## src/rtl/rob_commit_controller.sv

```systemverilog
// rtl/rob_commit_controller.sv - in-order ROB commit sequencing with flush/redirect control
//
// Purpose: pops the ROB head when it is complete and the map can take it,
// and updates the architectural map. A committing branch head or an
// external flush request starts a FLUSH_CYCLES-long Flush with a one-cycle
// redirect, followed by one RESUME bubble. Also counts retired instructions.
//
// Ports:
//   Clk_i, Rst_i            clock (rising edge), asynchronous active-low reset
//   Head_*_i                ROB head slot: valid, PC, branch flag/target, rdst, phydst
//   Map_Ready_i             architectural map / free list can accept a commit
//   Ext_Stall_i             commit inhibit
//   Ext_Flush_i, _PC_i      exception flush pulse and its handler PC
//   Check_Commit_o          ROB pop (combinational)
//   Arch_We_o/Rdst_o/Phydst_o, Commit_PC_o   commit-stage map update
//   Flush_o, Redirect_Valid_o, Redirect_PC_o registered flush/redirect
//   Retired_Count_o         commits since reset (wraps)
//   Busy_o                  controller is not in RUN
module rob_commit_controller #(
   parameter int FLUSH_CYCLES = 2,
   parameter int PHY_W        = 6
) (
   input  logic             Clk_i,
   input  logic             Rst_i,
   input  logic             Head_Valid_i,
   input  logic [31:0]      Head_PC_i,
   input  logic             Head_Branch_i,
   input  logic [31:0]      Head_Branch_To_PC_i,
   input  logic [4:0]       Head_Rdst_i,
   input  logic [PHY_W-1:0] Head_Phydst_i,
   input  logic             Map_Ready_i,
   input  logic             Ext_Stall_i,
   input  logic             Ext_Flush_i,
   input  logic [31:0]      Ext_Flush_PC_i,
   output logic             Check_Commit_o,
   output logic             Arch_We_o,
   output logic [4:0]       Arch_Rdst_o,
   output logic [PHY_W-1:0] Arch_Phydst_o,
   output logic [31:0]      Commit_PC_o,
   output logic             Flush_o,
   output logic             Redirect_Valid_o,
   output logic [31:0]      Redirect_PC_o,
   output logic [31:0]      Retired_Count_o,
   output logic             Busy_o
);

   typedef enum logic [1:0] {
      RUN    = 2'd0,
      FLUSH  = 2'd1,
      RESUME = 2'd2
   } state_t;

   localparam logic [3:0] CNT_LOAD = 4'(FLUSH_CYCLES - 1);

   state_t      state_q;
   logic [3:0]  cnt_q;
   logic        flush_q;
   logic        redirect_valid_q;
   logic [31:0] redirect_pc_q;
   logic [31:0] retired_count_q;

   logic        in_run;
   logic        check_commit;
   logic        flush_event;
   logic [31:0] redirect_pc_d;
   logic [31:0] retired_count_d;

   assign in_run = (state_q == RUN);

   // Ext_Flush suppresses the pop so the excepting head is not retired.
   assign check_commit = in_run & Head_Valid_i & Map_Ready_i & ~Ext_Stall_i & ~Ext_Flush_i;

   // A branch only flushes once it actually retires; a blocked branch waits.
   assign flush_event     = in_run & (Ext_Flush_i | (check_commit & Head_Branch_i));
   assign redirect_pc_d   = Ext_Flush_i ? Ext_Flush_PC_i : Head_Branch_To_PC_i;
   assign retired_count_d = retired_count_q + {31'd0, check_commit};

   always_ff @(posedge Clk_i or negedge Rst_i) begin
      if (!Rst_i) begin
         state_q          <= RUN;
         cnt_q            <= 4'd0;
         flush_q          <= 1'b0;
         redirect_valid_q <= 1'b0;
         redirect_pc_q    <= 32'd0;
         retired_count_q  <= 32'd0;
      end else begin
         retired_count_q <= retired_count_d;
         unique case (state_q)
            RUN: begin
               if (flush_event) begin
                  state_q          <= FLUSH;
                  cnt_q            <= CNT_LOAD;
                  flush_q          <= 1'b1;
                  redirect_valid_q <= 1'b1;
                  redirect_pc_q    <= redirect_pc_d;
               end
            end
            FLUSH: begin
               // Redirect is a single pulse in the first flush cycle only.
               redirect_valid_q <= 1'b0;
               if (cnt_q == 4'd0) begin
                  state_q <= RESUME;
                  flush_q <= 1'b0;
               end else begin
                  cnt_q <= cnt_q - 4'd1;
               end
            end
            RESUME: begin
               // One bubble so ROB pointers settle after the flush.
               state_q <= RUN;
            end
            default: begin
               state_q <= RUN;
               flush_q <= 1'b0;
            end
         endcase
      end
   end

   assign Check_Commit_o   = check_commit;
   assign Arch_We_o        = check_commit & (Head_Rdst_i != 5'd0);
   assign Arch_Rdst_o      = Head_Rdst_i;
   assign Arch_Phydst_o    = Head_Phydst_i;
   assign Commit_PC_o      = Head_PC_i;
   assign Flush_o          = flush_q;
   assign Redirect_Valid_o = redirect_valid_q;
   assign Redirect_PC_o    = redirect_pc_q;
   assign Retired_Count_o  = retired_count_q;
   assign Busy_o           = ~in_run;

endmodule

```

## config.mk

```make
export PLATFORM = sky130hd
export DESIGN_NAME = rob_commit_controller
export DESIGN_NICKNAME = d
export VERILOG_FILES = /design/src/rtl/rob_commit_controller.sv
export SDC_FILE = /design/constraint.sdc
export NUM_CORES = 1
export LEC_CHECK = 0
export BUFFER_PORTS_ARGS = -buffer_cell sky130_fd_sc_hd__clkbuf_2
export CORE_MARGIN = 2
export CORE_UTILIZATION = 25
export CTS_CLUSTER_SIZE = 8
export DETAILED_ROUTE_END_ITERATION = 8
export PLACE_DENSITY = 0.54
export SKIP_CTS_REPAIR_TIMING = 1
export SLEW_MARGIN = 20
export SYNTH_ARGS = -nofsm -noshare
export SYNTH_HDL_FRONTEND = slang
export SYNTH_SLANG_ARGS = --single-unit
```

## constraint.sdc

```tcl
create_clock -name Clk_i -period 2.1 [get_ports Clk_i]
set_input_delay 0.105 -clock Clk_i [delete_from_list [all_inputs] [get_ports Clk_i]]
set_output_delay 0.105 -clock Clk_i [all_outputs]
set_load 0.02 [all_outputs]
```

==> flow_results.xml <==
<?xml version="1.0" encoding="UTF-8"?>
<metrics>
  <group name="outcome">
    <metric name="status" unit="">finished, final reports clean</metric>
  </group>
  <group name="yosys">
    <metric name="post_synth_main_area_contributors" unit="">sky130_fd_sc_hd__dfrtp_1 49%, sky130_fd_sc_hd__mux2i_1 9.0%, sky130_fd_sc_hd__buf_4 8.8%</metric>
    <metric name="cell_count_after_synthesis" unit="">340</metric>
    <metric name="postSynth.asyncResetShare" unit="%">100</metric>
    <metric name="number_of_synthesized_flops_with_an_enable_pin" unit="">0</metric>
    <metric name="synth_sequential_area_ratio" unit="%">49.3</metric>
    <metric name="syn_nets" unit="">459</metric>
    <metric name="synth.avg_cell_area" unit="um^2">10.7</metric>
    <metric name="netlist.top_cell.by_area" unit="">sky130_fd_sc_hd__dfrtp_1</metric>
    <metric name="synth_most_common_cell" unit="">sky130_fd_sc_hd__dfrtp_1</metric>
    <metric name="synth_common_cells" unit="">72 x sky130_fd_sc_hd__dfrtp_1, 45 x sky130_fd_sc_hd__nand2_1, 43 x sky130_fd_sc_hd__buf_4</metric>
    <metric name="dominantRegCellSynth" unit="">sky130_fd_sc_hd__dfrtp_1</metric>
    <metric name="yosysUniqueCellTypes" unit="">34</metric>
    <metric name="synth-seq-cells" unit="">72</metric>
    <metric name="synth-warning-count" unit="">0</metric>
    <metric name="post_synth_instance_area" unit="mm^2">0.00365</metric>
    <metric name="synth.top_cell.area_share" unit="%">49.3</metric>
  </group>
  <group name="detailed_routing">
    <metric name="total_number_of_vias" unit="">2795</metric>
    <metric name="drt_iter0_drc" unit="">92</metric>
    <metric name="routed_wl" unit="mm">8.29</metric>
    <metric name="routedWlPerCell" unit="um">12.7</metric>
    <metric name="firstDrtPassIters" unit="">4</metric>
    <metric name="detailed_route_drc_error_count" unit="">0</metric>
    <metric name="drt.antenna.violating_nets" unit="">0</metric>
    <metric name="avgViaCountPerCell" unit="">4.29</metric>
  </group>
  <group name="die">
    <metric name="num_io_pins" unit="">226</metric>
    <metric name="fp.dieW" unit="um">125</metric>
    <metric name="start_util" unit="%">25.3</metric>
    <metric name="die_h" unit="um">125</metric>
    <metric name="die_area" unit="mm^2">0.0156</metric>
    <metric name="core-area" unit="mm^2">0.0144</metric>
    <metric name="placementRows" unit="">44</metric>
  </group>
  <group name="pwr">
    <metric name="irDropWorstVdd" unit="mV">0.474</metric>
    <metric name="p_per_area" unit="mW/mm^2">1080</metric>
    <metric name="power_leakage" unit="nW">2.55</metric>
  </group>
  <group name="grt">
    <metric name="grt_start_max_net_pins" unit="">51</metric>
    <metric name="grtUsageTotal" unit="%">11.3</metric>
    <metric name="global_route.usage.met3" unit="%">3.69</metric>
    <metric name="grt_antenna_before_repair" unit="">0</metric>
    <metric name="grt_remaining_overflow" unit="">0</metric>
    <metric name="grt.met1_usage" unit="%">13.7</metric>
    <metric name="grt_pass1_wl" unit="mm">14.1</metric>
    <metric name="globalRoute.busiestLayer" unit="">met2</metric>
    <metric name="grt_util_met2" unit="%">17.7</metric>
    <metric name="first_global_vias" unit="">2834</metric>
  </group>
  <group name="worst_setup_path">
    <metric name="critPathCaptureType" unit="">flip-flop</metric>
    <metric name="startpoint_type" unit="">flip-flop</metric>
    <metric name="critical_path.slowest_cell" unit="">sky130_fd_sc_hd__dfrtp_1</metric>
    <metric name="cp.arrival" unit="ns">2.24</metric>
    <metric name="path_max_fanout" unit="">4</metric>
    <metric name="worst_path_largest_cell_delay" unit="ns">0.39</metric>
    <metric name="cp_data_required_time" unit="ns">2.32</metric>
    <metric name="cp_top_family" unit="">simple AND/OR/NAND/NOR gates</metric>
    <metric name="crit_chain" unit="">nor2_2 &gt; inv_2 &gt; nor4_4 &gt; ha_2 &gt; ha_4 &gt; nand4_4 &gt; nor4_4 &gt; nand3_1 &gt; xnor2_1</metric>
    <metric name="cpMostUsedCell" unit="">sky130_fd_sc_hd__nor4_4</metric>
    <metric name="path_buf_inv" unit="">1</metric>
    <metric name="crit_type" unit="">reg2reg</metric>
  </group>
  <group name="clocking">
    <metric name="level_count_of_the_clock_h_tree" unit="">3</metric>
    <metric name="tritoncts" unit="">done</metric>
    <metric name="clockBufferDepth" unit="">2</metric>
    <metric name="worst_skew_pair.late_latency" unit="ns">0.33</metric>
    <metric name="cts.clk_slew.worst_paths" unit="ns">0.05</metric>
    <metric name="ctsRootBufferMaster" unit="">sky130_fd_sc_hd__clkbuf_16</metric>
    <metric name="tritoncts_num_sinks" unit="">72</metric>
    <metric name="cts_inserted_buffers" unit="">9</metric>
  </group>
  <group name="min_path">
    <metric name="worst_hold_path_type" unit="">in2reg</metric>
  </group>
  <group name="timing">
    <metric name="slew-limit-headroom" unit="%">61.9</metric>
    <metric name="fmaxAchievable" unit="GHz">0.495</metric>
    <metric name="setup_total_negative_slack" unit="ns">0</metric>
    <metric name="clock-skew-final" unit="ns">0.00405</metric>
    <metric name="report.final.slew_viol_count" unit="">0</metric>
    <metric name="transition_time_at_the_pin_with_the_least_slew_margin" unit="ns">0.571</metric>
    <metric name="rsz0062_at_grt" unit="">yes</metric>
    <metric name="setup_viol" unit="">0</metric>
    <metric name="layout_worst_path_cycle_share" unit="%">96.3</metric>
    <metric name="fin_ws" unit="ns">0.0785</metric>
    <metric name="fin_crit" unit="ns">2.02</metric>
    <metric name="final-hold-violation-count" unit="">0</metric>
  </group>
  <group name="placement">
    <metric name="number_of_placed_instances_taps_included" unit="">634</metric>
    <metric name="dp.final_hpwl" unit="mm">6.37</metric>
    <metric name="post-place-ws" unit="ns">-0.0687</metric>
    <metric name="number_of_buffer_cells_added_on_primary_ports" unit="">149</metric>
    <metric name="gpl.final_weighted_congestion" unit="">0.735</metric>
  </group>
  <group name="cells_and_area">
    <metric name="final_core_util" unit="%">32.8</metric>
    <metric name="antenna_cells" unit="">0</metric>
    <metric name="final_nets" unit="">584</metric>
    <metric name="final.fill_count" unit="">1516</metric>
    <metric name="layout-drive-gt1-share" unit="%">41.8</metric>
    <metric name="flow.area_growth_from_synthesis" unit="%">29.4</metric>
    <metric name="fin_cells" unit="">651</metric>
  </group>
  <group name="run">
    <metric name="cap_viol_max_count" unit="">0</metric>
  </group>
</metrics>
cell type report:
cell class,count,area (um^2),share of cell area (%)
sequential,72,1800,38.1
clock inverter,1,5.00,0.106
timing repair buffer,168,906,19.2
tap,184,230,4.87
clock buffer,12,256,5.42
inverter,7,26.3,0.556
multi-input combinational,207,1500,31.8
worst paths after layout:
| check | start | endpoint | slack, ns | depth (start not counted) |
|---|---|---|---|---|
| max | state_q[0] | Retired_Count_o[20] | 0.08 | 9 |
| min | Head_Branch_To_PC_i[24] | Redirect_PC_o[24] | 0.06 | 3 |
| max reg2reg | state_q[0] | Retired_Count_o[20] | 0.08 | 9 |
| min reg2reg | Retired_Count_o[31] | Retired_Count_o[31] | 0.47 | 1 |
| max in group asynchronous | Rst_i | Redirect_PC_o[0] | 1.28 | 3 |
| min in group asynchronous | Rst_i | Retired_Count_o[11] | 0.26 | 2 |
worst reg2reg max path, cell delays in order, from the launching register on:
cell	delay [ns]
sky130_fd_sc_hd__dfrtp_1	0.39
sky130_fd_sc_hd__nor2_2	0.14
sky130_fd_sc_hd__inv_2	0.06
sky130_fd_sc_hd__nor4_4	0.18
sky130_fd_sc_hd__ha_2	0.25
sky130_fd_sc_hd__ha_4	0.15
sky130_fd_sc_hd__nand4_4	0.13
sky130_fd_sc_hd__nor4_4	0.33
sky130_fd_sc_hd__nand3_1	0.14
sky130_fd_sc_hd__xnor2_1	0.14
power by group:
group	leakage [nW]	switching, mW	total [mW]	internal [mW]
Combinational	1.49	1.07	1.70	0.633
Sequential	0.932	0.240	2.02	1.78
Clock	0.130	0.540	1.38	0.841
metrics by stage:
step / hold slack [ns] / power, mW / instance area [um^2]
3_5_place_dp: 0.0900 / 3.76 / 4430
4_1_cts: -0.279 / 5.18 / 4700
5_1_grt: 0.0608 / 5.47 / 4730
3_3_place_gp: 0.0902 / 3.71 / 4430
2_1_floorplan: -0.191 / 3.16 / 3690
6_report: 0.0587 / 5.10 / 4730
layout by cell type, fill, tap and decap left out, drive strengths merged, types with 2 or more instances in the layout:
cell,n
clkbuf,160
dfrtp,72
nand2,45
o21ai,35
mux2i,33
xnor2,24
buf,19
nand3,16
nand4,10
inv,7
xor2,6
nor2,5
ha,5
nor3,5
o21a,4
a21oi,4
nor4,3
and3,3
and4,2
logic make-up (layout without fill, tap and decap cells):
logic type      count (synthesis)  in the layout  synth area share, %
compound gates                 43             43                 6.27
mux                            33             33                 9.04
buf+inv                        61            188                 10.9
fa+ha+maj                       5              5                 1.71
simple gates                   96             96                 15.6
flops                          72             72                 49.3
xor+xnor                       30             30                 7.19
flip-flops by register name, indices dropped and copies added (netlist names):
signal and flops:
Redirect_PC_o 32, Retired_Count_o 32, cnt_q 4, state_q 2, Flush_o 1, Redirect_Valid_o 1
routing by layer:
layer	vias up	part of all wire, %
met3	28	6.7
met1	1295	44
met2	110	47
met4	0	2.8
met5	-	0
li1	1362	-
Note: power is estimated with default switching activity, not from simulation.
